### src/rtl/reg_scoreboard_pkg.sv
// reg_scoreboard_pkg: shared widths for the register-write scoreboard.
// The optional WB write-through bypass is selected with the SB_FWD_EN macro.
package reg_scoreboard_pkg;

    localparam int unsigned SB_REG_ADDR_W = 4;
    localparam int unsigned SB_NUM_REGS   = 16;
    localparam int unsigned SB_CNT_W      = 2;
    localparam int unsigned SB_INFLIGHT_W = SB_CNT_W + SB_REG_ADDR_W;

endpackage : reg_scoreboard_pkg

### src/rtl/reg_scoreboard_if.sv
// reg_scoreboard_if: issue/retire/source bundle between the ID stage and the scoreboard.
interface reg_scoreboard_if
    import reg_scoreboard_pkg::*;
#(
    parameter int unsigned NUM_REGS = SB_NUM_REGS,
    parameter int unsigned CNT_W    = SB_CNT_W
);

    logic                         issue_valid;
    logic                         issue_wb_en;
    logic [SB_REG_ADDR_W-1:0]     issue_dest;
    logic                         retire_valid;
    logic [SB_REG_ADDR_W-1:0]     retire_dest;
    logic [SB_REG_ADDR_W-1:0]     src1;
    logic [SB_REG_ADDR_W-1:0]     src2;
    logic                         two_src;
    logic                         hazard;
    logic [NUM_REGS-1:0]          pending;
    logic [CNT_W+SB_REG_ADDR_W-1:0] inflight;
    logic                         err;

    // Pipeline side: drives issue/retire/sources, observes the stall.
    modport master (
        output issue_valid, issue_wb_en, issue_dest,
        output retire_valid, retire_dest,
        output src1, src2, two_src,
        input  hazard, pending, inflight, err
    );

    // Scoreboard side.
    modport slave (
        input  issue_valid, issue_wb_en, issue_dest,
        input  retire_valid, retire_dest,
        input  src1, src2, two_src,
        output hazard, pending, inflight, err
    );

endinterface : reg_scoreboard_if

### src/rtl/reg_scoreboard_sb_counter.sv
// sb_counter: saturating up/down in-flight counter for one register, sticky error.
module sb_counter #(
    parameter int unsigned CNT_W = 2
) (
    input  logic             clk,
    input  logic             rst_n,
    input  logic             i_inc,
    input  logic             i_dec,
    output logic [CNT_W-1:0] o_count,
    output logic             o_nonzero,
    output logic             o_err
);

    localparam logic [CNT_W-1:0] CNT_MAX = '1;

    logic [CNT_W-1:0] r_count;
    logic             r_err;

    // Count update: simultaneous inc/dec cancels; overflow/underflow holds and flags.
    always_ff @(posedge clk or negedge rst_n) begin
        if (!rst_n) begin
            r_count <= '0;
            r_err   <= 1'b0;
        end else begin
            case ({i_inc, i_dec})
                2'b10: begin
                    if (r_count == CNT_MAX) r_err   <= 1'b1;
                    else                    r_count <= r_count + CNT_W'(1);
                end
                2'b01: begin
                    if (r_count == '0) r_err   <= 1'b1;
                    else               r_count <= r_count - CNT_W'(1);
                end
                default: ;
            endcase
        end
    end

    assign o_count   = r_count;
    assign o_nonzero = (r_count != '0);
    assign o_err     = r_err;

endmodule : sb_counter

### src/rtl/reg_scoreboard.sv
// reg_scoreboard: tracks outstanding register writes issued from ID and stalls
// dependent sources. Define SB_FWD_EN to drop the stall in the WB cycle itself.
module reg_scoreboard
    import reg_scoreboard_pkg::*;
#(
    parameter int unsigned NUM_REGS = SB_NUM_REGS,
    parameter int unsigned CNT_W    = SB_CNT_W
) (
    input  logic                   clk,
    input  logic                   rst,
    reg_scoreboard_if.slave        sb
);

    localparam int unsigned      INF_W   = CNT_W + SB_REG_ADDR_W;
    localparam logic [CNT_W-1:0] CNT_MAX = '1;

    logic                           w_inc;
    logic                           w_dec;
    logic                           w_same;
    logic                           w_inc_ok;
    logic                           w_dec_ok;
    logic [NUM_REGS-1:0]            w_inc_vec;
    logic [NUM_REGS-1:0]            w_dec_vec;
    logic [NUM_REGS-1:0]            w_nonzero;
    logic [NUM_REGS-1:0]            w_err_vec;
    logic [NUM_REGS-1:0]            w_pend;
    logic [NUM_REGS-1:0][CNT_W-1:0] w_count;
    logic [INF_W-1:0]               r_inflight;

    assign w_inc  = sb.issue_valid & sb.issue_wb_en;
    assign w_dec  = sb.retire_valid;
    assign w_same = w_inc & w_dec & (sb.issue_dest == sb.retire_dest);

    // Per-register counters with one-hot index decode.
    for (genvar g = 0; g < NUM_REGS; g++) begin : g_cnt
        assign w_inc_vec[g] = w_inc & (sb.issue_dest  == SB_REG_ADDR_W'(g));
        assign w_dec_vec[g] = w_dec & (sb.retire_dest == SB_REG_ADDR_W'(g));

        sb_counter #(.CNT_W(CNT_W)) u_cnt (
            .clk       (clk),
            .rst_n     (rst),
            .i_inc     (w_inc_vec[g]),
            .i_dec     (w_dec_vec[g]),
            .o_count   (w_count[g]),
            .o_nonzero (w_nonzero[g]),
            .o_err     (w_err_vec[g])
        );
    end

    // Only count changes that the counters actually apply feed the total.
    assign w_inc_ok = w_inc & ~w_same & (w_count[sb.issue_dest]  != CNT_MAX);
    assign w_dec_ok = w_dec & ~w_same & (w_count[sb.retire_dest] != '0);

    // Running total of outstanding writes.
    always_ff @(posedge clk or negedge rst) begin
        if (!rst) begin
            r_inflight <= '0;
        end else begin
            r_inflight <= r_inflight + INF_W'(w_inc_ok) - INF_W'(w_dec_ok);
        end
    end

    // Per-register hazard view; the bypass hides a last write retiring this cycle.
    always_comb begin
        w_pend = w_nonzero;
`ifdef SB_FWD_EN
        for (int unsigned r = 0; r < NUM_REGS; r++) begin
            if (sb.retire_valid && (sb.retire_dest == SB_REG_ADDR_W'(r)) &&
                (w_count[r] == CNT_W'(1))) begin
                w_pend[r] = 1'b0;
            end
        end
`endif
    end

    assign sb.hazard   = w_pend[sb.src1] | (sb.two_src & w_pend[sb.src2]);
    assign sb.pending  = w_nonzero;
    assign sb.inflight = r_inflight;
    assign sb.err      = |w_err_vec;

endmodule : reg_scoreboard

### src/flat_wrapper.sv
// flat-port wrapper written by rule: the top's interface ports become plain ports
module reg_scoreboard_flat import reg_scoreboard_pkg::*;
#(
    parameter int unsigned NUM_REGS = SB_NUM_REGS,
    parameter int unsigned CNT_W    = SB_CNT_W
)
  (clk, rst, sb_issue_valid, sb_issue_wb_en, sb_issue_dest, sb_retire_valid, sb_retire_dest, sb_src1, sb_src2, sb_two_src, sb_hazard, sb_pending, sb_inflight, sb_err);
  reg_scoreboard_if #(.NUM_REGS(NUM_REGS), .CNT_W(CNT_W)) sb_i ();
  input  logic clk;
  input  logic rst;
  input wire logic [$bits(sb_i.issue_valid)-1:0] sb_issue_valid;
  input wire logic [$bits(sb_i.issue_wb_en)-1:0] sb_issue_wb_en;
  input wire logic [$bits(sb_i.issue_dest)-1:0] sb_issue_dest;
  input wire logic [$bits(sb_i.retire_valid)-1:0] sb_retire_valid;
  input wire logic [$bits(sb_i.retire_dest)-1:0] sb_retire_dest;
  input wire logic [$bits(sb_i.src1)-1:0] sb_src1;
  input wire logic [$bits(sb_i.src2)-1:0] sb_src2;
  input wire logic [$bits(sb_i.two_src)-1:0] sb_two_src;
  output wire logic [$bits(sb_i.hazard)-1:0] sb_hazard;
  output wire logic [$bits(sb_i.pending)-1:0] sb_pending;
  output wire logic [$bits(sb_i.inflight)-1:0] sb_inflight;
  output wire logic [$bits(sb_i.err)-1:0] sb_err;
  assign sb_i.issue_valid = sb_issue_valid;
  assign sb_i.issue_wb_en = sb_issue_wb_en;
  assign sb_i.issue_dest = sb_issue_dest;
  assign sb_i.retire_valid = sb_retire_valid;
  assign sb_i.retire_dest = sb_retire_dest;
  assign sb_i.src1 = sb_src1;
  assign sb_i.src2 = sb_src2;
  assign sb_i.two_src = sb_two_src;
  assign sb_hazard = sb_i.hazard;
  assign sb_pending = sb_i.pending;
  assign sb_inflight = sb_i.inflight;
  assign sb_err = sb_i.err;
  reg_scoreboard #(.NUM_REGS(NUM_REGS), .CNT_W(CNT_W)) u_core (.clk(clk), .rst(rst), .sb(sb_i));
endmodule
### config.mk
export PLATFORM = sky130hd
export DESIGN_NAME = reg_scoreboard_flat
export DESIGN_NICKNAME = d
export VERILOG_FILES = /design/src/rtl/reg_scoreboard_pkg.sv /design/src/rtl/reg_scoreboard_if.sv /design/src/rtl/reg_scoreboard_sb_counter.sv /design/src/rtl/reg_scoreboard.sv /design/src/flat_wrapper.sv
export SDC_FILE = /design/constraint.sdc
export NUM_CORES = 1
export LEC_CHECK = 0
export ABC_AREA = 1
export BUFFER_PORTS_ARGS = -buffer_cell sky130_fd_sc_hd__buf_2
export CAP_MARGIN = 25
export CORE_MARGIN = 2
export CORE_UTILIZATION = 37
export DETAILED_ROUTE_END_ITERATION = 16
export SLEW_MARGIN = 30
export SYNTH_ARGS = -nofsm -noshare
export SYNTH_HDL_FRONTEND = slang
export SYNTH_SLANG_ARGS = --single-unit
export TNS_END_PERCENT = 1
### constraint.sdc
create_clock -name clk -period 3.3 [get_ports clk]
set_input_delay 0.66 -clock clk [delete_from_list [all_inputs] [get_ports clk]]
set_output_delay 0.66 -clock clk [all_outputs]
set_load 0.02 [all_outputs]
# Word level (Yosys, flattened, before mapping)

Index checks and enable logic that the tools add are counted.

Input port bits: 22
Word-level logic and storage cells: 445
Output and inout bits: 24
Register bits after elaboration: 54

Reduce and logical (&&, ||, !) cells: 84
$add $sub $neg: 34
Equality and inequality tests: 144
Bitwise gates (word level): 42
Mux-type cells: 104
Order comparisons: 4

Operator list:

| cell                                                                          | number |
|---|---|
| 2-bit inequality test (second input constant)                                 | 65 |
| 3-bit AND reduction                                                           | 32 |
| 2-bit two-way mux                                                             | 34 |
| 2-bit nonzero test                                                            | 33 |
| 2-bit equality test (second input constant)                                   | 32 |
| 4-bit equality test (second input constant)                                   | 16 |
| 2-bit one-hot mux with 2 select lines                                         | 16 |
| 1-bit AND                                                                     | 40 |
| 1-bit two-way mux                                                             | 34 |
| 2-bit by 1-bit adder with 2-bit output (second input constant)                | 16 |
| 2-bit by 1-bit equality test with 1-bit output (second input constant)        | 16 |
| 4-bit by 3-bit equality test with 1-bit output (second input constant)        | 8 |
| 2-bit zero test                                                               | 16 |
| 1-bit one-hot mux with 2 select lines                                         | 16 |
| 2-bit by 1-bit subtractor with 2-bit output (second input constant)           | 16 |
| 4-bit by 5-bit less-than comparator with 1-bit output (second input constant) | 4 |
| 2-bit binary-select mux with 4-bit select                                     | 2 |
| 4-bit by 2-bit equality test with 1-bit output (second input constant)        | 4 |
| 16-bit OR reduction                                                           | 1 |
| 1-bit binary-select mux with 4-bit select                                     | 2 |
| 4-bit by 1-bit equality test with 1-bit output (second input constant)        | 2 |
| 4-bit zero test                                                               | 2 |
| 6-bit by 1-bit adder with 6-bit output                                        | 1 |
| 6-bit by 1-bit subtractor with 6-bit output                                   | 1 |
| other kinds (3)                                                               | 3 |

# Logic depth before layout (Yosys ltp)

Gate-level depths: netlist (run 1).

Word-level depth: 8
Mapped depth: 19
Gate-level depth less buffers: 19

# Modules after synthesis

From an unflattened synthesis (run 1), not the netlist that was laid out.

Cell total of the unflattened synthesis: 752
Area, all modules: 4750.8 um^2

Modules (own cells, without submodules):

| module         | seq. area each (um^2) | instances | area an instance (um^2) | cells each |
|---|---|---|---|---|
| sb_counter     | 75.1                  | 16        | 190.2                   | 25 |
| reg_scoreboard | 150.1                 | 1         | 1707.9                  | 352 |

# Least setup slack after synthesis (run 1)

Ideal clock, no wire load.

Path kind: input port to flip-flop
From: in sb_retire_dest[0]
To: reg u_core.r_inflight[4] (netlist: u_core.sb.inflight[4])
Arrival: 2452 ps
Slack: 769 ps
Cell stages on the path: 16
Path buffers: 0
Setup time: 79 ps
Required time: 3221 ps
Cell sequence: inv_1 -> nand2_1 -> nor2_1 -> a21oi_1 -> nand2_1 -> nand2_1 -> nand2_1 -> nor2_1 -> nor2_1 -> ha_1 -> inv_1 -> ha_1 -> inv_1 -> fa_1 -> o21ai_0 -> xor2_1

Word-level cells in the longest chain between the ends: 7
Elaborated cells between the ends (all ways): 12
Those cells by class: add/sub: 2; eq/ne: 1; mux: 2; bitwise: 6; reduce/logical: 1

Ends and longest elaborated chain:

| item                                            | line                                       | RTL |
|---|---|---|
| start: declaration                              | flat_wrapper.sv:15                         | `input wire logic [$bits(sb_i.retire_dest)-1:0] sb_retire_dest;` |
| 4-bit equality test                             | reg_scoreboard.sv:32                       | `assign w_same = w_inc & w_dec & (sb.issue_dest == sb.retire_dest);` |
| 1-bit AND                                       | reg_scoreboard.sv:32                       |  |
| 1-bit inverter                                  | reg_scoreboard.sv:51, reg_scoreboard.sv:52 |  |
| 1-bit AND (2 in series)                         | reg_scoreboard.sv:51                       | `assign w_inc_ok = w_inc & ~w_same & (w_count[sb.issue_dest] != CNT_MAX);` |
| 6-bit by 1-bit adder with 6-bit output          | reg_scoreboard.sv:59                       | `r_inflight <= r_inflight + INF_W'(w_inc_ok) - INF_W'(w_dec_ok);` |
| 6-bit by 1-bit subtractor with 6-bit output (*) | reg_scoreboard.sv:59                       |  |
| end signal: assignment                          | reg_scoreboard.sv:59                       |  |
| end: declaration                                | reg_scoreboard.sv:28                       | `logic [INF_W-1:0] r_inflight;` |

Every way passes the cells marked *; elsewhere a longest branch is shown, timed or not. The select of a mux whose other input is x is not followed.
A chain may end at the register's enable or synchronous reset.

# Worst setup path in the final report (run 1)

From: reg u_core.g_cnt[4].u_cnt.r_count[0]
To: reg u_core.r_inflight[4] (netlist: u_core.sb.inflight[4])

Word-level cells in the longest chain between the ends: 6
Elaborated cells between the ends (all ways): 10
Those cells by class: add/sub: 2; eq/ne: 1; mux: 4; bitwise: 2; reduce/logical: 1

Ends and longest elaborated chain:

| item                                            | line                            | RTL |
|---|---|---|
| start: declaration                              | reg_scoreboard_sb_counter.sv:16 | `logic [CNT_W-1:0] r_count;` |
| start signal: assignment                        | reg_scoreboard_sb_counter.sv:28 | `else r_count <= r_count + CNT_W'(1);` |
| start signal: assignment                        | reg_scoreboard_sb_counter.sv:32 | `else r_count <= r_count - CNT_W'(1);` |
| 2-bit binary-select mux with 4-bit select       | reg_scoreboard.sv:51            |  |
| 2-bit two-way mux (implied by the code)         | reg_scoreboard.sv:51            |  |
| 2-bit inequality test                           | reg_scoreboard.sv:51            |  |
| 1-bit AND                                       | reg_scoreboard.sv:51            |  |
| 6-bit by 1-bit adder with 6-bit output          | reg_scoreboard.sv:59            |  |
| 6-bit by 1-bit subtractor with 6-bit output (*) | reg_scoreboard.sv:59            |  |

Marked as above.

==> metrics.yaml, run 1 <==
global_route:
  antenna_violations_before_repair: 0
  global_route.overflow_total: 0
  grt_max_degree: 55
  grt_first_pass_wirelength_um: 20100
  number_of_global_route_vias_before_repair: 4103
  globalRouteTotalUtil: 0.195
timing:
  maxClockFrequency_mhz: 365
  totalNegativeSetupSlack_ns: 0
  timing.max_slew.rel_slack: 0.448
  finalMaxSlewViolations: 0
  clock_skew_ns: 0.00732
  timing.final.crit_share: 0.830
  finalHoldViolations: 0
  grt_setup_unrepaired: "false"
  setup_viol: 0
  post-route-min-period_ns: 2.74
  timing_worst_slew_pin_value_ns: 0.821
cts:
  cts_inserted_buffers: 5
  clkLatencyLatePin_ns: 0.31
  cts.sink_count: 54
  post_cts.resized_instances: 0
  cts_tree: "done"
  cts-hold-fix-buffers: 0
  cts.reportedPaths.clkPinSlew_ns: 0.07
  cts_buffer_depth: 2
  cts_setup_buffers: 0
  cts-root-buf: "clkbuf_16"
  h-tree-depth: 2
routing:
  vias_per_cell: 4.86
  detailroute.via_count: 4392
  wl_per_cell_um: 13.6
  drcViolationCount: 0
  post_detailed_routing_wire_length_um: 12300
  drt_pre_antenna_iters: 5
  drtIter0Drc: 273
  final_antenna_net_count: 0
logic_synthesis:
  postSynthAreaPerCell_um2: 6.53
  yosysMostFrequentCell: "nand2_1"
  synth.cells.most_frequent: "161 x nand2_1, 145 x inv_1, 117 x nor2_1"
  ys_seq_elements: 54
  postSynthCellCount: 700
  yosysTopAreaCellShare: 0.295
  synth-edff-count: 0
  synth_largest_area_cell: "dfrtp_1"
  synth_flop_cell: "dfrtp_1"
  synth.cell_area_um2: 4570
  yosysSeqAreaShare: 0.295
  yosys_warnings: 0
  yosys-top-cells-area: "dfrtp_1 30%, nand2_1 13%, inv_1 12%, ha_1 10%, nor2_1 9.6%"
  synthArstFlopShare: 1.00
  total_nets_after_synthesis: 761
  synth.distinct_cells: 31
pwr:
  power_per_cell_area_nw_per_um2: 632
  max_ir_drop_vdd_uv: 364
  leakage_nw: 2.61
floorplan:
  die_area_um2: 13300
  floorplan.rows: 40
  dieWidth_um: 115
  start_util: 0.379
  boundaryPins: 46
  chipHeight_um: 115
  fp.coreArea_um2: 12100
layout:
  final_net_count: 796
  multi_input_comb_area_um2: 2460
  layout-area-overhead-vs-synth_pct: 10.2
  drive_gt1_frac: 0.0910
  fin_cells: 904
  nFillCells: 1274
  antennaDiodeCount: 0
  layout.area.seq_um2: 1350
placed_design:
  place.detailed.hpwl_um: 9810
  numPlacedInstances: 896
  placement.io_buffers: 45
  gp_congestion: 0.891
setup_path:
  path_delay_family: "adder cells"
  worst-path-stages: 15
  crit_fanout: 7
  r2r.worst_path.cells: 15
  crit_start: "u_core.g_cnt[4].u_cnt.o_count[0]$_DFFE_PN0P_"
  worst_path_max_delay_cell: "dfrtp_1"
  timing.critical_path.slowest_cell_delay_ns: 0.49
  worst_ep_arrival_time_ns: 2.97
  timing.critical_path.required_ns: 3.53
  worstPathCellList: "nor2_1, inv_1, a21oi_1, nand2_1, nand2_1, nand2_1, nor2_1, nor2_1, ha_1, inv_1, ha_1, inv_1, fa_1, o21ai_0, xor2_1"
  cp.buffers_inverters: 3
  r2r-start: "u_core.g_cnt[4].u_cnt.o_count[0]$_DFFE_PN0P_"
  critPathCapture: "u_core.sb.inflight[4]$_DFF_PN0_"
  timing.setup.critical_path_class: "flip-flop to flip-flop"
  ff2ff_setup_slack_ns: 0.56
  setup.worst_path.end_class: "flip-flop"
  crit_path_start_kind: "flip-flop"
  r2r_end: "u_core.sb.inflight[4]$_DFF_PN0_"
min_path:
  worst_hold_path_type: "input port to asynchronous set/reset pin"
job:
  total_of_max_cap_violations: 0
run_status:
  status: "finished, final reports clean"
[worst min path at each step]
stage	startpoint	to	slack (ns)	cells past startpoint
6_report	rst	u_core.sb.inflight[5]$_DFF_PN0_	0.34	2
2_1_floorplan	rst	u_core.g_cnt[0].u_cnt.o_count[0]$_DFFE_PN0P_	0.36	0
3_5_place_dp	u_core.g_cnt[12].u_cnt.o_err$_DFFE_PN0P_	u_core.g_cnt[12].u_cnt.o_err$_DFFE_PN0P_	0.46	2
3_3_place_gp	u_core.g_cnt[12].u_cnt.o_err$_DFFE_PN0P_	u_core.g_cnt[12].u_cnt.o_err$_DFFE_PN0P_	0.46	2
4_1_cts	rst	u_core.sb.inflight[5]$_DFF_PN0_	0.36	2
5_1_grt	rst	u_core.g_cnt[15].u_cnt.o_err$_DFFE_PN0P_	0.37	2
[sequential cells by signal, summed over array words and instances (netlist names)]
signal and count:
u_core.sb.inflight 6, u_core.g_cnt.u_cnt.o_err 16, u_core.g_cnt.u_cnt.o_count 32
[final cells by class]
| cell class | instances | share of cell area |
|---|---|---|
| clock buffers | 7 | 0.0283 |
| clock inverters | 1 | 0.000993 |
| inverters | 146 | 0.109 |
| multi-input cells | 472 | 0.489 |
| flip-flops and latches | 54 | 0.268 |
| well taps | 168 | 0.0417 |
| repair buffers | 56 | 0.0636 |
[power by group]
part           internal, mW  switching, mW  total (mW)
clock network         0.302          0.248       0.550
registers             0.852          0.294        1.15
logic                 0.552          0.936        1.49
total                  1.71           1.48        3.18
[cells by family after synthesis]
group,synth area share
buffers and inverters,0.166
AOI/OAI and AO/OA,0.117
adders and majority gates,0.108
xor gates and xnor gates,0.0268
and+or+nand+nor,0.283
DFF,0.295
muxes,0.00246
[cell usage in the layout (no fill, tap or decap), drive strengths merged, types with 6 or more instances in the layout]
cell type / netlist / routed
a21oi: 32 / 32
inv: 146 / 146
buf: 23 / 56
dfrtp: 54 / 54
ha: 38 / 38
nand2: 161 / 161
nand3: 32 / 32
xor2: 10 / 10
o31ai: 16 / 16
o21ai: 32 / 32
clkbuf: 5 / 7
nor2: 119 / 119
a31oi: 6 / 6
[stage by stage]
stage | hold WS (ns) | cell area (µm²) | total power [mW] | util | setup slack (ns)
final | 0.341 | 5040 | 3.18 | 0.418 | 0.562
after global routing | 0.372 | 5040 | 3.44 | 0.418 | 0.352
after CTS | 0.359 | 5040 | 3.20 | 0.418 | 0.559
after detailed placement | 0.456 | 4890 | 2.64 | 0.406 | 0.322
after global placement | 0.461 | 4890 | 2.61 | 0.406 | 0.346
after floorplan | 0.364 | 4570 | 2.23 | - | 0.769
[worst register-to-register path, delay by kind of cell (launching register included)]
kind | cells | cell delay, ns
AO/OA/AOI/OAI | 2 | 0.38
adder cells (fa/ha/maj) | 3 | 0.82
XOR/XNOR | 1 | 0.16
AND/OR/NAND/NOR | 6 | 0.60
buffers and inverters | 3 | 0.23
flip-flops | 1 | 0.49
[layer usage]
metal	part of all wire	wire length, µm	global-route usage	vias to the layer above
met5	0	0	0	-
met4	0.020	246	0.0627	0
met3	0.072	891	0.0401	16
met2	0.44	5460	0.314	141
met1	0.47	5740	0.264	2023
li1	-	-	-	2212
No activity file was read; power rests on OpenSTA's default activity.
==> run 2: changes to the inputs <==
clock period = 2.46 ns   (was 3.3 ns; I/O delays follow)
==> metrics.yaml, run 2 (synthesized netlist as in run 1, its figures left out) <==
setup_path:
  worst-path-stages: 16  # +1
  timing.critical_path.required_ns: 2.69  # -0.84 ns
  cp.buffers_inverters: 3  # unchanged
  crit_start: "u_core.g_cnt[7].u_cnt.o_count[0]$_DFFE_PN0P_"
  timing.critical_path.slowest_cell_delay_ns: 0.38  # -0.11 ns
  setup.worst_path.end_class: "flip-flop"
  r2r_end: "u_core.sb.inflight[4]$_DFF_PN0_"
  ff2ff_setup_slack_ns: 0.07  # -0.49 ns
  r2r-start: "u_core.g_cnt[7].u_cnt.o_count[0]$_DFFE_PN0P_"
  worst_path_max_delay_cell: "dfrtp_1"
  crit_path_start_kind: "flip-flop"
  worst_ep_arrival_time_ns: 2.62  # -0.35 ns
  r2r.worst_path.cells: 16  # +1
  path_delay_family: "adder cells"
  crit_fanout: 2  # -5
  critPathCapture: "u_core.sb.inflight[4]$_DFF_PN0_"
  timing.setup.critical_path_class: "flip-flop to flip-flop"
  worstPathCellList: "nor2_1, buf_4, nor2_1, a21oi_1, nand2_1, nand2_1, nand2_1, nor2_2, nor2_1, ha_1, inv_1, ha_2, inv_1, fa_2, o21ai_2, xor2_1"
cts:
  cts_buffer_depth: 2  # unchanged
  cts_inserted_buffers: 5  # unchanged
  clkLatencyLatePin_ns: 0.30  # about the same
  cts_tree: "done"
  cts.reportedPaths.clkPinSlew_ns: 0.08  # about the same
  h-tree-depth: 2  # unchanged
  cts-root-buf: "clkbuf_16"
  cts.sink_count: 54  # unchanged
layout:
  multi_input_comb_area_um2: 2500  # +1.5%
  mostFrequentLayoutCell: "nand2_1"
  layout.area.seq_um2: 1350  # unchanged
  fin_cells: 966  # +6.9%
  nFillCells: 1257  # -1.3%
  final_core_utilization: 0.464  # +0.0457
  drive_gt1_frac: 0.183  # +0.0922
  postLayoutCellArea_um2: 5590  # +11%
  layout_common_cells: "159 x nand2_1, 142 x inv_1, 109 x nor2_1"
  final_net_count: 858  # +7.8%
  layout-area-overhead-vs-synth_pct: 22.3
  largest_register_ffs: 32  # unchanged
timing:
  finalHoldViolations: 0  # unchanged
  setup_viol: 0  # unchanged
  grt_setup_unrepaired: "true"
  post-route-min-period_ns: 2.39  # -0.348 ns
  timing.max_slew.rel_slack: 0.532  # +0.0844
  finalMaxSlewViolations: 0  # unchanged
  maxClockFrequency_mhz: 418  # +15%
  clock_skew_ns: 0.00968  # +0.00235 ns
  timing_worst_slew_pin_value_ns: 0.702  # -0.119 ns
  timing.final.crit_share: 0.972  # +0.142
  totalNegativeSetupSlack_ns: 0  # unchanged
global_route:
  grt_first_pass_wirelength_um: 21200  # +5.4%
  antenna_violations_before_repair: 1  # +1
  globalRouteTotalUtil: 0.205  # +0.00953
  global_route.overflow_total: 0  # unchanged
  number_of_global_route_vias_before_repair: 4430  # +8.0%
  grt_max_degree: 30  # -45%
placed_design:
  placement.io_buffers: 45  # unchanged
  gp_congestion: 0.945  # +6.0%
  numPlacedInstances: 956  # +6.7%
  place.detailed.hpwl_um: 10600  # +8.4%
  postPlaceCellArea_um2: 5370  # +9.7%
routing:
  detailroute.via_count: 4639  # +5.6%
  drcViolationCount: 0  # unchanged
  drtIter0Drc: 297  # +8.8%
  vias_per_cell: 4.80  # -1.2%
  drt_pre_antenna_iters: 5  # unchanged
  post_detailed_routing_wire_length_um: 12900  # +4.6%
  final_antenna_net_count: 0  # unchanged
  wl_per_cell_um: 13.4  # -2.1%
floorplan:
  chipHeight_um: 115  # unchanged
  start_util: 0.379  # unchanged
  boundaryPins: 46  # unchanged
  floorplan.rows: 40  # unchanged
  dieWidth_um: 115  # unchanged
  fp.coreArea_um2: 12100  # unchanged
  die_area_um2: 13300  # unchanged
pwr:
  leakage_nw: 2.93  # +12%
  max_ir_drop_vdd_uv: 420  # +15%
  power_per_cell_area_nw_per_um2: 872  # +38%
min_path:
  worst_hold_path_type: "input port to asynchronous set/reset pin"
run_status:
  status: "finished, final reports clean"
job:
  total_of_max_cap_violations: 0  # unchanged
## run 2: cell count changes in the layout (fill, tap and decap cells not counted), moves of 2 or more
cell	change
buf_12	+2
buf_4	+60
inv_1	-3
inv_2	+3
nand2_1	-2
nand2_2	+2
nor2_1	-8
nor2_2	+8
## run 2: worst min-delay path by stage
stage | depth (start not counted) | endpoint
after floorplan | 0 | u_core.g_cnt[0].u_cnt.o_count[0]$_DFFE_PN0P_
after global placement | 2 | u_core.g_cnt[15].u_cnt.o_err$_DFFE_PN0P_
after detailed placement | 2 | u_core.g_cnt[15].u_cnt.o_err$_DFFE_PN0P_
after CTS | 1 | u_core.sb.inflight[5]$_DFF_PN0_
after global routing | 1 | u_core.sb.inflight[5]$_DFF_PN0_
final | 1 | u_core.sb.inflight[5]$_DFF_PN0_
## run 2: final cells by class
class,count,area share
diodes,1,0.000448
clock inverters,1,0.00537
well taps,168,0.0376
repair buffers,118,0.145
multi-input cells,472,0.447
inverters,146,0.0980
clock buffers,6,0.0248
flip-flops and latches,54,0.242
## run 2: through the flow
stage	hold slack (ns)	total power, mW	setup slack (ns)
6_report	0.238	4.88	0.0700
2_1_floorplan	0.196	2.99	0.0484
3_3_place_gp	0.456	3.93	-0.222
5_1_grt	0.303	5.26	-0.0874
4_1_cts	0.272	4.85	0.0246
3_5_place_dp	0.454	3.96	-0.301
## run 2: what timing repair did
action	CTS	global route
resized for setup	7	11
pin swaps	1	5
endpoints found under the setup margin	2	4
hold buffers	0	0
buffers inserted	0	2
## run 2: power breakdown
part | switching [mW] | internal, mW
clock network | 0.338 | 0.504
logic | 1.60 | 1.12
registers | 0.170 | 1.14
total | 2.11 | 2.76
## run 2: metal layers
| layer | GRT usage | up-vias | share of wire |
|---|---|---|---|
| met5 | 0 | - | 0 |
| met4 | 0.0779 | 0 | 0.031 |
| met3 | 0.0427 | 26 | 0.058 |
| met2 | 0.345 | 125 | 0.46 |
| met1 | 0.258 | 2148 | 0.45 |
| li1 | - | 2340 | - |
==> run 3: changes to the inputs <==
==> constraint.sdc (replaced) <==
create_clock -name clk -period 2.46 [get_ports clk]
set_input_delay 0.246 -clock clk [delete_from_list [all_inputs] [get_ports clk]]
set_output_delay 0.246 -clock clk [all_outputs]
set_load 0.02 [all_outputs]
==> metrics.yaml, run 3 (synthesized netlist as in run 1, its figures left out) <==
run_status:
  status: "finished, final reports clean"
cts:
  cts-root-buf: "clkbuf_16"
  cts.sink_count: 54  # unchanged
  h-tree-depth: 2  # unchanged
  cts_buffer_depth: 2  # unchanged
  cts_inserted_buffers: 5  # unchanged
  cts.reportedPaths.clkPinSlew_ns: 0.07  # about the same
  clkLatencyLatePin_ns: 0.32  # +0.02 ns
  cts_tree: "done"
layout:
  layout-area-overhead-vs-synth_pct: 20.3
  antennaDiodeCount: 0  # -1
  drive_gt1_frac: 0.175  # -0.00834
  final_net_count: 855  # -0.35%
  layout_common_cells: "159 x nand2_1, 144 x inv_1, 109 x nor2_1"
  nFillCells: 1260  # +0.24%
  final_core_utilization: 0.456  # -0.00747
  largest_register_ffs: 32  # unchanged
  postLayoutCellArea_um2: 5500  # -1.6%
  fin_cells: 963  # -0.31%
  mostFrequentLayoutCell: "nand2_1"
setup_path:
  setup.worst_path.end_class: "flip-flop"
  timing.critical_path.slowest_cell_delay_ns: 0.39  # about the same
  worst_path_max_delay_cell: "dfrtp_1"
  timing.critical_path.required_ns: 2.69  # about the same
  timing.setup.critical_path_class: "flip-flop to flip-flop"
  crit_path_frequent_cell: "nand2_1"
  worstPathCellList: "inv_1, nand2_1, a21oi_1, nand2_1, nand2_1, nand2_1, nor2_2, nor2_1, ha_1, inv_1, ha_2, inv_2, fa_2, o21ai_2, xor2_1"
  crit_fanout: 2  # unchanged
  worst_ep_arrival_time_ns: 2.64  # +0.02 ns
  crit_path_start_kind: "flip-flop"
global_route:
  grt_max_degree: 28  # -6.7%
  grt_most_used_layer: "met2"
  number_of_global_route_vias_before_repair: 4608  # +4.0%
  global_route.overflow_total: 0  # unchanged
  global_route.usage.met3: 0.0453  # +0.00264
  antenna_violations_before_repair: 0  # -1
  globalRouteMet1Util: 0.283  # +0.0252
  global_route.usage.met2: 0.367  # +0.0212
  globalRouteTotalUtil: 0.217  # +0.0123
  grt_first_pass_wirelength_um: 22300  # +5.1%
routing:
  detailroute.via_count: 4654  # +0.32%
  final_antenna_net_count: 0  # unchanged
  wl_per_cell_um: 14.2  # +6.1%
  drtIter0Drc: 256  # -14%
  vias_per_cell: 4.83  # +0.64%
  drt_pre_antenna_iters: 5  # unchanged
  drcViolationCount: 0  # unchanged
  post_detailed_routing_wire_length_um: 13700  # +5.8%
timing:
  setup_viol: 0  # unchanged
  post-route-min-period_ns: 2.41  # +0.0167 ns
  setup_ws_ns: 0.0533  # -0.0167 ns
  totalNegativeSetupSlack_ns: 0  # unchanged
  maxClockFrequency_mhz: 416  # -0.69%
  grt_setup_unrepaired: "true"
  timing.max_slew.rel_slack: 0.557  # +0.0247
  clock_skew_ns: 0.0120  # +0.00230 ns
  timing_worst_slew_pin_value_ns: 0.665  # -0.0370 ns
  fin_worst_hold_slack_ns: 0.478  # +0.240 ns
  finalHoldViolations: 0  # unchanged
  finalMaxSlewViolations: 0  # unchanged
  timing.final.crit_share: 0.978  # +0.00677
job:
  total_of_max_cap_violations: 0  # unchanged
min_path:
  worst_hold_path_type: "flip-flop to flip-flop"
placed_design:
  placement.io_buffers: 45  # unchanged
  dp_slack_ns: -0.121  # +0.181 ns
  gp_congestion: 0.913  # -3.4%
  numPlacedInstances: 953  # -0.31%
  place.detailed.hpwl_um: 10900  # +2.3%
  postPlaceCellArea_um2: 5310  # -1.1%
floorplan:
  dieWidth_um: 115  # unchanged
  die_area_um2: 13300  # unchanged
  start_util: 0.379  # unchanged
  boundaryPins: 46  # unchanged
  fp.coreArea_um2: 12100  # unchanged
  chipHeight_um: 115  # unchanged
  floorplan.rows: 40  # unchanged
pwr:
  leakage_nw: 2.89  # -1.3%
  total_power_mw: 4.79  # -1.8%
  max_ir_drop_vdd_uv: 519  # +24%
  power_per_cell_area_nw_per_um2: 870  # -0.24%
## run 3: worst paths after layout
| check | end | cells after the start | start | slack (ns) |
|---|---|---|---|---|
| max | u_core.sb.inflight[4]$_DFF_PN0_ | 15 | u_core.g_cnt[13].u_cnt.o_count[0]$_DFFE_PN0P_ | 0.05 |
| min | u_core.g_cnt[4].u_cnt.o_err$_DFFE_PN0P_ | 2 | u_core.g_cnt[4].u_cnt.o_err$_DFFE_PN0P_ | 0.48 |
| max reg2reg | u_core.sb.inflight[4]$_DFF_PN0_ | 15 | u_core.g_cnt[13].u_cnt.o_count[0]$_DFFE_PN0P_ | 0.05 |
| min reg2reg | u_core.g_cnt[4].u_cnt.o_err$_DFFE_PN0P_ | 2 | u_core.g_cnt[4].u_cnt.o_err$_DFFE_PN0P_ | 0.48 |
| max in group asynchronous | u_core.g_cnt[2].u_cnt.o_count[1]$_DFFE_PN0P_ | 3 | rst | 1.28 |
| min in group asynchronous | u_core.g_cnt[12].u_cnt.o_err$_DFFE_PN0P_ | 2 | rst | 0.49 |
## run 3: worst max-delay path, delay by kind of cell, from the launching register on
kind | cells | cell delay, ns
and+or+nand+nor | 6 | 0.52
AOI/OAI and AO/OA | 2 | 0.30
xor gates and xnor gates | 1 | 0.15
adders and majority gates | 3 | 0.79
buffers and inverters | 3 | 0.18
DFF | 1 | 0.39
## run 3: area by class of cell
type / instances / area, µm² / share of cell area
clock buffers: 6 / 129 / 0.0234
repair buffers: 115 / 753 / 0.137
well taps: 168 / 210 / 0.0382
inverters: 146 / 548 / 0.0996
multi-input cells: 472 / 2500 / 0.454
flip-flops and latches: 54 / 1350 / 0.246
clock inverters: 2 / 13.8 / 0.00250
## run 3: what timing repair did
action | 4_1_cts | 5_1_grt
setup endpoints to repair | 1 | 4
hold buffers | 1 | 0
resized for setup | 4 | 11
endpoints found under the hold margin | 25 | 0
setup buffers | 0 | 1
pin swaps | 1 | 5
## run 3: layer usage
| metal | wire (µm) | up-vias |
|---|---|---|
| met5 | 0 | - |
| met4 | 271 | 0 |
| met3 | 784 | 19 |
| met2 | 6380 | 147 |
| met1 | 6220 | 2157 |
| li1 | - | 2331 |
## run 3: where the power goes
part | leakage [nW] | internal [mW] | total (mW) | switching (mW)
logic | 2.21 | 1.13 | 2.73 | 1.60
clock network | 0.0708 | 0.380 | 0.743 | 0.363
registers | 0.610 | 1.14 | 1.31 | 0.169
